File: config.mk
export PLATFORM = sky130hd
export DESIGN_NAME = vx_tcu_sequencer
export DESIGN_NICKNAME = d
export VERILOG_FILES = /design/src/rtl/vx_tcu_sequencer.sv
export SDC_FILE = /design/constraint.sdc
export NUM_CORES = 1
export LEC_CHECK = 0
export ABC_AREA = 1
export CAP_MARGIN = 10
export CORE_AREA = 2 2 86 88
export CTS_BUF_LIST = sky130_fd_sc_hd__clkbuf_2 sky130_fd_sc_hd__clkbuf_4 sky130_fd_sc_hd__clkbuf_8
export DETAILED_ROUTE_END_ITERATION = 12
export DIE_AREA = 0 0 88 90
export GPL_ROUTABILITY_DRIVEN = 0
export GPL_TIMING_DRIVEN = 0
export PLACE_DENSITY_LB_ADDON = 0.1
export SYNTH_ARGS = -nofsm -noshare
export SYNTH_HDL_FRONTEND = slang
export SYNTH_SLANG_ARGS = --single-unit
File: constraint.sdc
create_clock -name clk -period 1.4 [get_ports clk]
set_input_delay 0.14 -clock clk [delete_from_list [all_inputs] [get_ports clk]]
set_output_delay 0.14 -clock clk [all_outputs]
set_load 0.01 [all_outputs]
File: src/rtl/vx_tcu_sequencer.sv
// vx_tcu_sequencer: steps one tile operation through operand load, tensor-unit
// execute, result store and response handshake, one operation at a time.
// Optional build macro: TCU_SEQ_TIMEOUT_EN adds an 8-bit EXEC watchdog that
// aborts the operation with rsp_error=1 when tu_exec_done never arrives.
// TILE_ELEMS must be a power of two and at least 2 so that idx wraps cleanly.
module vx_tcu_sequencer #(
    parameter int TILE_ELEMS = 4,
    parameter int DATAW      = 32,
    parameter int TAG_WIDTH  = 8
) (
    input  logic                          clk,
    input  logic                          reset,

    input  logic                          req_valid,
    output logic                          req_ready,
    input  logic [TAG_WIDTH-1:0]          req_tag,

    output logic                          csr_rd_en,
    output logic [$clog2(TILE_ELEMS)-1:0] csr_rd_idx,
    input  logic [DATAW-1:0]              csr_rd_data_a,
    input  logic [DATAW-1:0]              csr_rd_data_b,

    output logic                          tu_load_valid,
    output logic [DATAW-1:0]              tu_data_a,
    output logic [DATAW-1:0]              tu_data_b,
    output logic                          tu_exec_start,
    input  logic                          tu_exec_done,
    output logic                          tu_store_en,
    input  logic [DATAW-1:0]              tu_data_c,

    output logic                          csr_wr_en,
    output logic [$clog2(TILE_ELEMS)-1:0] csr_wr_idx,
    output logic [DATAW-1:0]              csr_wr_data,

    output logic                          rsp_valid,
    input  logic                          rsp_ready,
    output logic [TAG_WIDTH-1:0]          rsp_tag,
    output logic                          rsp_error
);

    localparam int IDXW = $clog2(TILE_ELEMS);
    localparam logic [IDXW-1:0] IDX_LAST = IDXW'(TILE_ELEMS - 1);

    typedef enum logic [2:0] {
        ST_IDLE  = 3'd0,
        ST_LOAD  = 3'd1,
        ST_EXEC  = 3'd2,
        ST_STORE = 3'd3,
        ST_RESP  = 3'd4
    } state_t;

    state_t                 state_q, state_d;
    // Element index shared by the LOAD read stream and the STORE write stream.
    logic [IDXW-1:0]        idx_q, idx_d;
    // Set once all reads are issued: the extra LOAD cycle that forwards the last beat.
    logic                   load_tail_q, load_tail_d;
    // Marks the first EXEC cycle, where the start pulse fires and done is ignored.
    logic                   exec_first_q, exec_first_d;
    logic [TAG_WIDTH-1:0]   tag_q, tag_d;
`ifdef TCU_SEQ_TIMEOUT_EN
    logic [7:0]             timer_q, timer_d;
    logic                   err_q, err_d;
`endif

    // Next-state and output decode; every output is zero unless its state drives it.
    always_comb begin
        state_d      = state_q;
        idx_d        = idx_q;
        load_tail_d  = load_tail_q;
        exec_first_d = exec_first_q;
        tag_d        = tag_q;
`ifdef TCU_SEQ_TIMEOUT_EN
        timer_d      = timer_q;
        err_d        = err_q;
`endif

        req_ready     = 1'b0;
        csr_rd_en     = 1'b0;
        csr_rd_idx    = '0;
        tu_load_valid = 1'b0;
        tu_data_a     = '0;
        tu_data_b     = '0;
        tu_exec_start = 1'b0;
        tu_store_en   = 1'b0;
        csr_wr_en     = 1'b0;
        csr_wr_idx    = '0;
        csr_wr_data   = '0;
        rsp_valid     = 1'b0;
        rsp_tag       = '0;
        rsp_error     = 1'b0;

        case (state_q)
            ST_IDLE: begin
                req_ready = 1'b1;
                if (req_valid) begin
                    tag_d       = req_tag;
                    idx_d       = '0;
                    load_tail_d = 1'b0;
`ifdef TCU_SEQ_TIMEOUT_EN
                    err_d       = 1'b0;
`endif
                    state_d     = ST_LOAD;
                end
            end

            ST_LOAD: begin
                // Issue one CSR read per cycle until every element is requested.
                if (!load_tail_q) begin
                    csr_rd_en  = 1'b1;
                    csr_rd_idx = idx_q;
                    if (idx_q == IDX_LAST) begin
                        idx_d       = '0;
                        load_tail_d = 1'b1;
                    end else begin
                        idx_d = idx_q + 1'b1;
                    end
                end
                // CSR data arrives one cycle after its read, so beats trail reads by one.
                if (load_tail_q || (idx_q != '0)) begin
                    tu_load_valid = 1'b1;
                    tu_data_a     = csr_rd_data_a;
                    tu_data_b     = csr_rd_data_b;
                end
                if (load_tail_q) begin
                    load_tail_d  = 1'b0;
                    exec_first_d = 1'b1;
`ifdef TCU_SEQ_TIMEOUT_EN
                    timer_d      = '0;
`endif
                    state_d      = ST_EXEC;
                end
            end

            ST_EXEC: begin
`ifdef TCU_SEQ_TIMEOUT_EN
                timer_d = timer_q + 8'd1;
`endif
                if (exec_first_q) begin
                    tu_exec_start = 1'b1;
                    exec_first_d  = 1'b0;
                end else if (tu_exec_done) begin
                    idx_d   = '0;
                    state_d = ST_STORE;
                end
`ifdef TCU_SEQ_TIMEOUT_EN
                else if (timer_q == 8'hFF) begin
                    err_d   = 1'b1;
                    state_d = ST_RESP;
                end
`endif
            end

            ST_STORE: begin
                tu_store_en = 1'b1;
                csr_wr_en   = 1'b1;
                csr_wr_idx  = idx_q;
                csr_wr_data = tu_data_c;
                if (idx_q == IDX_LAST) begin
                    idx_d   = '0;
                    state_d = ST_RESP;
                end else begin
                    idx_d = idx_q + 1'b1;
                end
            end

            ST_RESP: begin
                rsp_valid = 1'b1;
                rsp_tag   = tag_q;
`ifdef TCU_SEQ_TIMEOUT_EN
                rsp_error = err_q;
`endif
                if (rsp_ready) begin
                    state_d = ST_IDLE;
                end
            end

            default: begin
                state_d = ST_IDLE;
            end
        endcase
    end

    // State registers with synchronous active-low reset that abandons any operation.
    always_ff @(posedge clk) begin
        if (!reset) begin
            state_q      <= ST_IDLE;
            idx_q        <= '0;
            load_tail_q  <= 1'b0;
            exec_first_q <= 1'b0;
            tag_q        <= '0;
`ifdef TCU_SEQ_TIMEOUT_EN
            timer_q      <= '0;
            err_q        <= 1'b0;
`endif
        end else begin
            state_q      <= state_d;
            idx_q        <= idx_d;
            load_tail_q  <= load_tail_d;
            exec_first_q <= exec_first_d;
            tag_q        <= tag_d;
`ifdef TCU_SEQ_TIMEOUT_EN
            timer_q      <= timer_d;
            err_q        <= err_d;
`endif
        end
    end

endmodule

Word-level counts from Yosys, hierarchy flattened
Cells that the tools add are included.
{"block": "op_classes", "n_mux": 37, "reduce_logical": 11, "eq_ne": 12, "n_addsub": 1}
{"op": "$mux 32", "count": 5}
{"op": "$mux 3", "count": 6}
{"op": "$mux 2", "count": 8}
{"op": "$pmux 3 s5", "count": 1}
{"op": "$ne 2x2->1 const B", "count": 7}
{"op": "$mux 1", "count": 13}
{"op": "$mux 8", "count": 1}
{"op": "$pmux 2 s4", "count": 1}
{"op": "$eq 3x2->1 const B", "count": 2}
{"op": "$reduce_and 2->1", "count": 3}
{"op": "$reduce_and 6->1", "count": 1}
{"op": "$reduce_bool 2->1", "count": 3}
{"op": "$reduce_and 5->1", "count": 1}
{"op": "$pmux 1 s2", "count": 2}
{"op": "$reduce_bool 4->1", "count": 1}
{"op": "$eq 3x1->1 const B", "count": 1}
{"op": "$eq 3x3->1 const B", "count": 1}
{"op": "$logic_not 3->1", "count": 1}
{"op": "$add 2x1->2 const B", "count": 1}
{"op": "$eq 2x2->1 const B", "count": 1}
{"op": "$logic_or 1x1->1", "count": 1}
{"block": "word_totals", "input_bits": 109, "out_inout_bits": 116, "reg_bits": 15}

Depth between registers and ports, before layout
{"block": "logic_depth", "word_depth": 4, "ltp_mapped": 10, "mapped_depth_nobuf": 10}

Worst setup path before layout
OpenSTA, ideal clock, no wires.
{"block": "synth_timing", "path_kind": "register -> output", "startpoint": "reg idx_q[0]", "endpoint": "out tu_data_a[26]", "setup_slack_ns": 0.013, "stages_incl_launch_ff": 7, "required_time_ns": 1.260, "arrival_time_ns": 1.247, "cell_sequence": "dfxtp_1 inv_1 ha_1 a21oi_4 inv_4 buf_6 nor2_1"}
{"block": "synth_via", "elab_chain_len": 4}
{"item": "from (decl)", "line_no": "54", "text": "logic [IDXW-1:0] idx_q, idx_d;"}
{"item": "from (signal assigned)", "line_no": "197", "text": "idx_q <= idx_d;"}
{"item": "$reduce_bool 2->1", "line_no": "119", "text": "if (load_tail_q || (idx_q != '0)) begin"}
{"item": "$logic_or 1x1->1", "line_no": "119"}
{"item": "$mux 32", "line_no": "119"}
{"item": "$mux 32", "line_no": "92", "text": "case (state_q)"}
{"item": "to (decl)", "line_no": "24", "text": "output logic [DATAW-1:0] tu_data_a,"}
No other way between the ends.

Worst setup path after layout
{"block": "layout_timing", "startpoint": "reg state_q[2]", "endpoint": "out csr_wr_data[8]"}
{"block": "layout_via", "elab_chain_len": 2}
{"item": "from (decl)", "line_no": "52", "text": "state_t state_q, state_d;"}
{"item": "from (signal assigned)", "line_no": "196", "text": "state_q <= state_d;"}
{"item": "$eq 3x2->1", "line_no": "92"}
{"item": "$mux 32", "line_no": "92"}
{"item": "to (decl)", "line_no": "33", "text": "output logic [DATAW-1:0] csr_wr_data,"}
No other way between the ends.

==> results_dict.tcl <==
set metrics [dict create \
    fp.dieW_um 88 \
    ys_warn_count 0 \
    rsz0062_at_grt "yes" \
    synth_xor_area_share_pct 0 \
    ant_nets 0 \
    grt-ovfl-total 0 \
    grt_pass1_wl_um 11500 \
    grt_start_max_net_pins 11 \
    core_um2 7020 \
    layout.nets 679 \
    hold_slack_ps 454 \
    timing.fmax_mhz 552 \
    synth-edff-count 0 \
    fin_total_pwr_w 0.00376 \
    drive_above_1_share_pct 35.1 \
    dpl.hpwl_um 6640 \
    period_needed_ps 1810 \
    wire_per_inst_um 12.1 \
    via_count 2566 \
    yosysMostFrequentCell "inv_1" \
    clock-skew-final_ps 0.666 \
    synth-main-ff-cell "dfxtp_1" \
    fillCellCount 700 \
    synth_cell_types 23 \
    crit_start "state_q[2]" \
    worstPathRequired_ps 1260 \
    grt_pass1_vias 2153 \
    p_leak_nw 2.32 \
    viasPerCell 3.85 \
    finalSetupViolCount 111 \
    regArea_um2 313 \
    ys_seq_elements 15 \
    synth_common_cells "inv_1, nor2_1, nand2_1" \
    synth_top_family_by_area "simple AND/OR/NAND/NOR gates" \
    multiInputGateArea_um2 913 \
    hold_buffers 0 \
    drv_slew 0 \
    pwr_density_cell_nw_per_um2 939 \
    synth_nets 439 \
    h-tree-depth 1 \
    drc 0 \
    drt_iter0_markers 43 \
    grt_antenna_before_repair 0 \
    synth_simple_gate_area_share_pct 38.7 \
    synth_fa_ha_area_share_pct 1.49 \
    outcome "finished with violations" \
    cp-start-kind "flop" \
    muxShareOfSynthArea_pct 0 \
    clock-sinks 15 \
    hold_class "reg -> reg" \
    cts_tree "done" \
    cts_root_buffer "clkbuf_8" \
    area_growth_pct 138 \
    synth-seq-area-share_pct 17.9 \
    netlist_area_um2 1680 \
    path_clk_slew_ps 60 \
    ioPinCount 225 \
    synth_top_area_cell "inv_1" \
    numPortBuffers 223 \
    worst_slack_ps -411 \
    min_from "tag_q[1]" \
    dr.pass1.iters 4 \
    final-hold-violation-count 0 \
    end_kind "output port" \
    arrival_ps 1670 \
    maxCapViolations 0 \
    r2r_start "state_q[2]" \
    core.rowCount 31 \
    syn_avg_cell_area_um2 5.12 \
    dieArea_um2 7920 \
    cts_buffer_depth 2 \
    criticalPathCategory "reg -> out" \
    violations "negative setup slack" \
    routed_wl_um 8050 \
    ys_async_sr_fraction_pct 0 \
    fin_crit_sh_pct 129 \
    yosysTopAreaCellShare_pct 26.2 \
    cp_max_fo 5 \
    ir_drop_mv 0.714 \
    dieHeight_um 90 \
    synth.area.top_cells "inv_1, nor2_1, dfxtp_1" \
    antenna_cells 0 \
    grt.total_usage_pct 18.2 \
    worstSkewPairLatency_ps 240 \
    initial_core_util_pct 23.9 \
    syn_inst 328 \
    synth_compound_area_share_pct 7.23 \
    numCtsBuffers 3 \
]
==> state kept, by name (all words and copies together) (netlist names) <==
| signal | flops |
|---|---|
| state_q | 3 |
| idx_q | 2 |
| load_tail_q | 1 |
| exec_first_q | 1 |
| tag_q | 8 |
==> critical path, stage by stage, from the launching register on <==
cell,delay [ps]
dfxtp_4,370
inv_4,80
nand2_4,70
buf_12,120
nor2_4,120
clkinv_4,90
buf_8,120
buf_6,120
buf_6,110
nor2_4,100
buf_6,110
==> layout by cell type (no fill, tap or decap), types with 3 or more instances in the layout <==
cell type and n:
nor2_4 6, clkdlybuf4s15_2 24, dfxtp_1 11, a21oi_1 13, nand2_1 16, buf_12 3, nand3_1 8, buf_6 13
nor2_2 32, buf_4 12, inv_2 3, clkdlybuf4s50_1 109, buf_2 77, clkbuf_8 3, dfxtp_4 3, nor2_1 82
clkbuf_2 6, o21ai_0 7, inv_1 116
==> per-layer routing <==
metal / track usage (%) / vias to the layer above / share of wire (%)
met3: 2.85 / 14 / 6.7
li1: - / 1370 / -
met5: 0 / - / 0
met4: 5.51 / 0 / 2.3
met1: 22.0 / 1083 / 42
met2: 32.4 / 99 / 49
==> metrics by stage <==
step                setup slack (ps)  cell area, um2  instances  util [%]  setup TNS, ps
CTS                             -429            3900        655      55.6         -32500
finish                          -411            4000        666      57.0         -30080
detailed placement              -543            4040        650      57.5         -51890
floorplan                       13.3            1680        328         -              0
global route                    -492            4000        666      57.0         -40340
global placement                -505            4040        650      57.5         -49140
==> cells by family (layout without fill, tap and decap cells) <==
| kind of cell | count (synthesis) | after routing |
|---|---|---|
| simple gates | 152 | 152 |
| buf+inv | 136 | 375 |
| compound gates | 22 | 22 |
| flops | 15 | 15 |
| fa+ha+maj | 2 | 2 |
| other cells | 1 | 1 |
==> area by class of cell <==
type,count,share of cell area [%]
Multi-Input combinational cell,177,22.8
Inverter,123,11.9
Sequential cell,15,7.81
Clock buffer,4,1.22
Buffer,13,3.91
Tap cell,99,3.09
Timing Repair Buffer,235,49.2
==> final timing paths <==
check	to	slack (ps)	cells after the start
max	csr_wr_data[8]	-410	10
min	tag_q[1]	450	2
max reg2reg	state_q[0]	-80	13
min reg2reg	tag_q[1]	450	2
==> report_power, final <==
part           leakage (nW)  internal, W  switching, W
combinational          2.17      0.00131       0.00142
sequential            0.126     0.000567      0.000104
clock                0.0262     0.000220      0.000145
total                  2.32      0.00210       0.00166
==> repair_timing <==
item	4_1_cts	5_1_grt
gates resized for setup	320	156
endpoints found under the setup margin	115	118
pin swaps	1	3
buffers inserted	1	11
(Power assumes the default switching activity.)
